===== config.mk =====
export PLATFORM = sky130hd
export DESIGN_NAME = pipe_hazard_ctrl
export DESIGN_NICKNAME = d
export VERILOG_FILES = /design/src/rtl/pipe_hazard_ctrl.sv
export SDC_FILE = /design/constraint.sdc
export NUM_CORES = 1
export LEC_CHECK = 0
export ABC_AREA = 1
export BUFFER_PORTS_ARGS = -buffer_cell sky130_fd_sc_hd__buf_2
export CAP_MARGIN = 15
export CORE_MARGIN = 2
export CORE_UTILIZATION = 25
export CTS_CLUSTER_DIAMETER = 50
export DETAILED_ROUTE_END_ITERATION = 6
export PLACE_DENSITY = 0.4
export REMOVE_ABC_BUFFERS = 1
export SLEW_MARGIN = 15
export SYNTH_ARGS = -nofsm -noshare
export SYNTH_HDL_FRONTEND = slang
export SYNTH_SLANG_ARGS = --single-unit

===== constraint.sdc =====
create_clock -name clk -period 1.6 [get_ports clk]
set_input_delay 0.08 -clock clk [delete_from_list [all_inputs] [get_ports clk]]
set_output_delay 0.08 -clock clk [all_outputs]
set_load 0.05 [all_outputs]

===== src/rtl/pipe_hazard_ctrl.sv =====
// pipe_hazard_ctrl: stall/flush/forwarding and data-memory handshake control for a 3-stage pipeline
module pipe_hazard_ctrl #(
  parameter int MEM_TIMEOUT = 16,
  parameter int CNT_W = 16
) (
  input  logic             clk,
  input  logic             rst,
  input  logic [4:0]       ex_rs1,
  input  logic [4:0]       ex_rs2,
  input  logic             ex_read_en,
  input  logic             ex_write_en,
  input  logic             ex_br_taken,
  input  logic             wb_reg_write,
  input  logic [4:0]       wb_rd,
  input  logic             dmem_ack,
  output logic             pc_en,
  output logic             if_ex_en,
  output logic             if_ex_flush,
  output logic             ex_wb_flush,
  output logic             fwd_a,
  output logic             fwd_b,
  output logic             dmem_req,
  output logic             mem_err,
  output logic [CNT_W-1:0] stall_cnt
);
  localparam int WW = $clog2(MEM_TIMEOUT + 1);
  typedef enum logic [1:0] {IDLE, MEM_WAIT, ERR} state_t;
  state_t state, state_n;
  logic [WW-1:0] wcnt, wcnt_n;
  logic mem_op, go, idle, wait_st;
  assign mem_op = ex_read_en | ex_write_en;
  assign idle = state == IDLE;
  assign wait_st = state == MEM_WAIT;
  // go: the pipeline advances this cycle (no access, zero-wait access, or access completing)
  assign go = (idle & (~mem_op | dmem_ack)) | (wait_st & dmem_ack);
  // pipeline controls, forwarding and next-state/wait-counter logic
  always_comb begin
    pc_en = ~rst & go;
    if_ex_en = ~rst & go;
    dmem_req = ~rst & ((idle & mem_op) | wait_st);
    ex_wb_flush = rst | ~go;
    if_ex_flush = rst | state == ERR | (idle & ~mem_op & ex_br_taken);
    fwd_a = ~rst & wb_reg_write & |wb_rd & (wb_rd == ex_rs1);
    fwd_b = ~rst & wb_reg_write & |wb_rd & (wb_rd == ex_rs2);
    state_n = state;
    wcnt_n = wcnt;
    if (idle && mem_op && !dmem_ack) begin
      state_n = MEM_WAIT;
      wcnt_n = WW'(1);
    end else if (wait_st) begin
      state_n = dmem_ack ? IDLE : (wcnt == WW'(MEM_TIMEOUT) ? ERR : MEM_WAIT);
      wcnt_n = dmem_ack ? '0 : (wcnt == WW'(MEM_TIMEOUT) ? wcnt : wcnt + 1'b1);
    end
  end
  // state, wait counter, sticky error flag and saturating stall counter
  always_ff @(posedge clk) begin
    if (rst) begin
      state <= IDLE;
      wcnt <= '0;
      mem_err <= 1'b0;
      stall_cnt <= '0;
    end else begin
      state <= state_n;
      wcnt <= wcnt_n;
      mem_err <= mem_err | (state_n == ERR);
      if (!pc_en && !(&stall_cnt)) stall_cnt <= stall_cnt + 1'b1;
    end
  end
endmodule


Yosys cells after proc, flatten, opt, wreduce, memory -nomap -nowiden
Index checks and enable logic that the tools add are counted.
Widths: inputs -> output; s select.
{ "totals": {"ff_bits": 24, "word_cells": 58} }
{ "op_classes": {"eq_ne": 8, "n_reduce_logical": 13, "n_bitwise": 22, "addsub": 2, "muxes": 8} }
{ "op_table": {"columns": ["cell", "n"], "rows": [
  ["$add 16x1->16 const B", 1],
  ["$reduce_and 16->1", 1],
  ["$and 1x1->1", 11],
  ["$eq 5x5->1", 2],
  ["$mux 5", 2],
  ["$mux 2", 4],
  ["$or 1x1->1", 8],
  ["$add 5x1->5 const B", 1],
  ["$eq 5x5->1 const B", 1],
  ["$reduce_or 5->1", 1],
  ["$eq 2x2->1 const B", 2],
  ["$reduce_and 2->1", 2],
  ["$logic_and 1x1->1", 3],
  ["$logic_not 1->1", 3],
  ["$ne 3x3->1 const B", 1],
  ["$not 1->1", 3],
  ["$eq 2x1->1 const B", 1],
  ["$logic_not 2->1", 1],
  ["$mux 1", 2],
  ["$ne 2x2->1 const B", 1],
  ["$reduce_bool 2->1", 1],
  ["$reduce_or 2->1", 1]
]} }

Longest topological paths before layout
{ "depth": {"word_depth": 8, "mapped_depth": 10, "mapped_depth_nobuf": 10} }

Worst setup path after synthesis
No wires, ideal clock.
{ "synth_path": {"kind": "register to register", "startpoint": "reg state[1]", "endpoint": "reg stall_cnt[7]", "slack_ps": -411, "stages_incl_launch_ff": 8, "arrival_ps": 1870, "required_time_ps": 1460, "cell_sequence": "dfxtp_1 -> nor2_1 -> nand2_1 -> a21oi_1 -> nor2_4 -> buf_6 -> nand2_1 -> a21oi_2"} }
{ "synth_via": {"elab_chain_len": 6, "word_cells_on_any_way": 8} }
{ "synth_rtl": {"columns": ["item", "line_no", "text"], "rows": [
  ["from (decl)", "28", "state_t state, state_n;"],
  ["from (signal assigned)", "63", "state <= state_n;"],
  ["$eq 2x1->1 / $logic_not 2->1 (equally long branches)", "33, 32", null],
  ["$and 1x1->1", "35", "assign go = (idle & (~mem_op | dmem_ack)) | (wait_st & dmem_ack);"],
  ["$or 1x1->1 (*)", "35", null],
  ["$and 1x1->1 (*)", null, null],
  ["named net if_ex_en", "17", "output logic if_ex_en,"],
  ["$logic_not 1->1 (*)", "66", "if (!pc_en && !(&stall_cnt)) stall_cnt <= stall_cnt + 1'b1;"],
  ["$logic_and 1x1->1 (*)", "66", null],
  ["to (signal assigned)", "66", null],
  ["to (decl)", "24", "output logic [CNT_W-1:0] stall_cnt"]
]} }
The timed path passes the listed nets; every way through them passes the cells marked *.
A chain may end at the register's enable or synchronous reset.

Worst setup path after layout
{ "layout_path": {"startpoint": "reg stall_cnt[0]", "endpoint": "reg stall_cnt[10]"} }
{ "layout_via": {"elab_chain_len": 3, "word_cells_on_any_way": 4} }
{ "layout_rtl": {"columns": ["item"], "rows": [
  ["branches (longest 3 deep; another with $add 16x1->16)"]
]} }
Parallel ways; which one is timed is not known.

==> reports/results.ini <==
[run_status]
status=finished clean

[setup_path]
rr_startpoint=stall_cnt[0]$_SDFFE_PP0P_
r2r_slack_ps=140
r2r_end=stall_cnt[10]$_SDFFE_PP0P_
criticalPathCategory=flip-flop to flip-flop
critPathBufInv=3
worstPathCellList=ha_2 -> nand3_2 -> inv_2 -> nand2_4 -> nor2_2 -> nor2_4 -> buf_4 -> nand2_1 -> nand2_1 -> inv_1 -> nor2_1
worstSetupStartpointType=flip-flop
path_max_fanout=7
cp_top_family=simple AND/OR/NAND/NOR gates
cp-end-kind=flip-flop
max_stage_delay_ps=350
rr_worst_depth=11
cp.depth=11
cp_common_cell=nand2_1
required_ps=1760
critPathArrivalTime_ps=1620
slowest_stage=dfxtp_1

[final_layout]
drive_gt1_share_pct=32.5
final_core_util_pct=34.0
syn2layout_area_growth_pct=33.8
fin_area_mm2=0.00212
layout.nets=332
diodes=0

[synthesis]
synth_top_area_share_pct=30.3
syn_area_mm2=0.00158
synth_edf_count=0
ys.flop_type=dfxtp_1
ys.warnings.count=0
yosys.area_share.simple_pct=40.4
ys_seq_elements=24
yosys.area_share.adder_pct=2.37
synth_area_per_cell_um2=6.68
synth_xor_area_share_pct=9.95
synth_compound_area_share_pct=9.64
synthTopCellsByArea=dfxtp_1 (30%), nand2_1 (17%), nor2_1 (7.6%), nand3_1 (5.4%), xnor2_1 (5.0%)
yosysTopAreaCell=dfxtp_1
synth.distinct_cells=26
synth_top_family_by_area=simple AND/OR/NAND/NOR gates
syn_inst=237
yosysSeqAreaShare_pct=30.3
synth_mux_area_share_pct=0
synthArstFlopShare_pct=0

[timing]
hold_ws_ps=143
period_share_pct=91.4
setup_slack_ps=138
fmax_ghz=0.684
maxSlewViolCount=0
finalSetupViolations=0
rsz0062_at_grt=false
finalHoldViolCount=0
maxSlewHeadroom_pct=80.7
fin_skew_ps=5.19
tightestPinTransition_ps=288
period_minus_slack_ps=1460

[grt]
grt_pass1_vias=1618
grt_first_pass_wirelength_um=7510
grt_max_degree=14
antenna_found_initial=0
track_usage_pct=13.1
grt_overflow=0

[cts]
cts_max_level=1
clock_latency_ps=270
path_clk_slew_ps=90
clockBufferDepth=2
cts_tree=built
clock_sinks=24
clock-root-buffer=clkbuf_8
cts_made_buffers=3

[route]
drt-pass1-iter-count=4
drtIter0Drc=57
drtAntennaViolNets=0
drc=0
totalWireLength_um=4380
via_count=1648
avgViaCountPerCell=4.31
wl_per_cell_um=11.5

[power_and_ir_drop]
power_leakage_uw=0.000960
p_per_area_mw_per_mm2=645
clkPwrFrac_pct=27.1
pwr-share-comb_pct=26.5
switchingPower_uw=451
p_int_uw=915
swShare_pct=33.0
power_uw=1370
ir_drop_mv=0.345
p_seq_share_pct=46.4

[place]
dp_worst_setup_slack_ps=157
portBuffers=45
dpl.hpwl_um=3590
gp_congestion=0.852
place_area_mm2=0.00207

[min_path]
hp-start=dmem_ack
hp-class=input pin to flip-flop
whs_endpoint=state[1]$_SDFF_PP0_
hold_depth=4

[die]
initial_core_util_pct=25.4
rows=29
ios=46
dieArea_mm2=0.00699
dieHeight_um=83.6
core-area_mm2=0.00624
fp.dieW_um=83.6

[job]
drv_cap=0

==> Yosys cell counts, types with 2 or more instances <==
cell,number
ha_1,3
nor4_1,2
nor3_1,2
xnor2_1,9
nor2_1,32
nand2_2,5
xor2_1,9
inv_1,20
o21ai_0,4
nand4_1,6
nand3_1,17
dfxtp_1,24
a21oi_1,9
nand2_1,70
nor2_2,3
buf_6,2
a21oi_2,8
nor2_4,3
o21ai_2,2
==> tightest hold or removal path: cells and delay by family <==
family,cells,cell delay [ps]
buf+inv,1,120
compound gates,1,70
simple gates,2,90
==> cell type report <==
cell class | count | area (µm²)
Clock buffer | 3 | 41.3
Fill cell | 730 | 4120
Inverter | 21 | 78.8
Multi-Input combinational cell | 187 | 997
Sequential cell | 24 | 480
Tap cell | 77 | 96.3
Timing Repair Buffer | 70 | 425
==> kinds of logic after synthesis <==
| logic type | count (synthesis) |
|---|---|
| and+or+nand+nor | 143 |
| buffers and inverters | 26 |
| DFF | 24 |
| AOI/OAI and AO/OA | 23 |
| xor gates and xnor gates | 18 |
| adders and majority gates | 3 |
==> power groups by stage <==
| stage | registers (µW) | clock network (µW) | logic [µW] |
|---|---|---|---|
| after CTS | 634 | 390 | 364 |
| after global placement | 648 | 0 | 366 |
| after floorplan | 695 | 0 | 170 |
| final | 634 | 371 | 362 |
| after global routing | 638 | 419 | 399 |
| after detailed placement | 647 | 0 | 363 |
==> sequential cells by signal (all words and copies together), names as in the netlist <==
signal	cells
stall_cnt	16
wcnt	5
state	2
mem_err	1
==> metrics by stage <==
| step | instances | setup TNS [ps] |
|---|---|---|
| after global routing | 382 | 0 |
| final | 382 | 0 |
| after global placement | 379 | 0 |
| after detailed placement | 379 | 0 |
| after floorplan | 232 | -18070 |
| after CTS | 382 | 0 |
==> routing by layer <==
metal | GRT usage, % | wire, µm | vias up
met4 | 2.93 | 48 | 0
met1 | 16.1 | 2040 | 738
met2 | 23.1 | 2170 | 18
li1 | - | - | 888
met5 | 0 | 0 | -
met3 | 3.07 | 129 | 4
==> what timing repair did <==
| item | in CTS | in global routing |
|---|---|---|
| gates resized for setup | 0 | 2 |
| setup endpoints to repair | 0 | 2 |
| buffers inserted | 0 | 0 |
| hold buffers | 0 | 0 |
==> layout by cell type, fill, tap and decap left out, drive strengths merged <==
cell type,n
nand2,76
buf,70
nor2,38
dfxtp,24
inv,21
nand3,18
a21oi,17
xor2,9
xnor2,9
nand4,6
o21ai,6
clkbuf,3
ha,3
nor3,2
nor4,2
or2,1
==> worst max path at each step <==
stage / to / slack, ps / start
4_1_cts: stall_cnt[10]$_SDFFE_PP0P_ / 130 / stall_cnt[0]$_SDFFE_PP0P_
2_1_floorplan: stall_cnt[15]$_SDFFE_PP0P_ / -1120 / state[1]$_SDFF_PP0_
3_5_place_dp: stall_cnt[10]$_SDFFE_PP0P_ / 160 / stall_cnt[0]$_SDFFE_PP0P_
6_report: stall_cnt[10]$_SDFFE_PP0P_ / 140 / stall_cnt[0]$_SDFFE_PP0P_
5_1_grt: stall_cnt[10]$_SDFFE_PP0P_ / 9 / stall_cnt[0]$_SDFFE_PP0P_
3_3_place_gp: stall_cnt[10]$_SDFFE_PP0P_ / 170 / stall_cnt[1]$_SDFFE_PP0P_
Note: power is estimated with default switching activity, not from simulation.
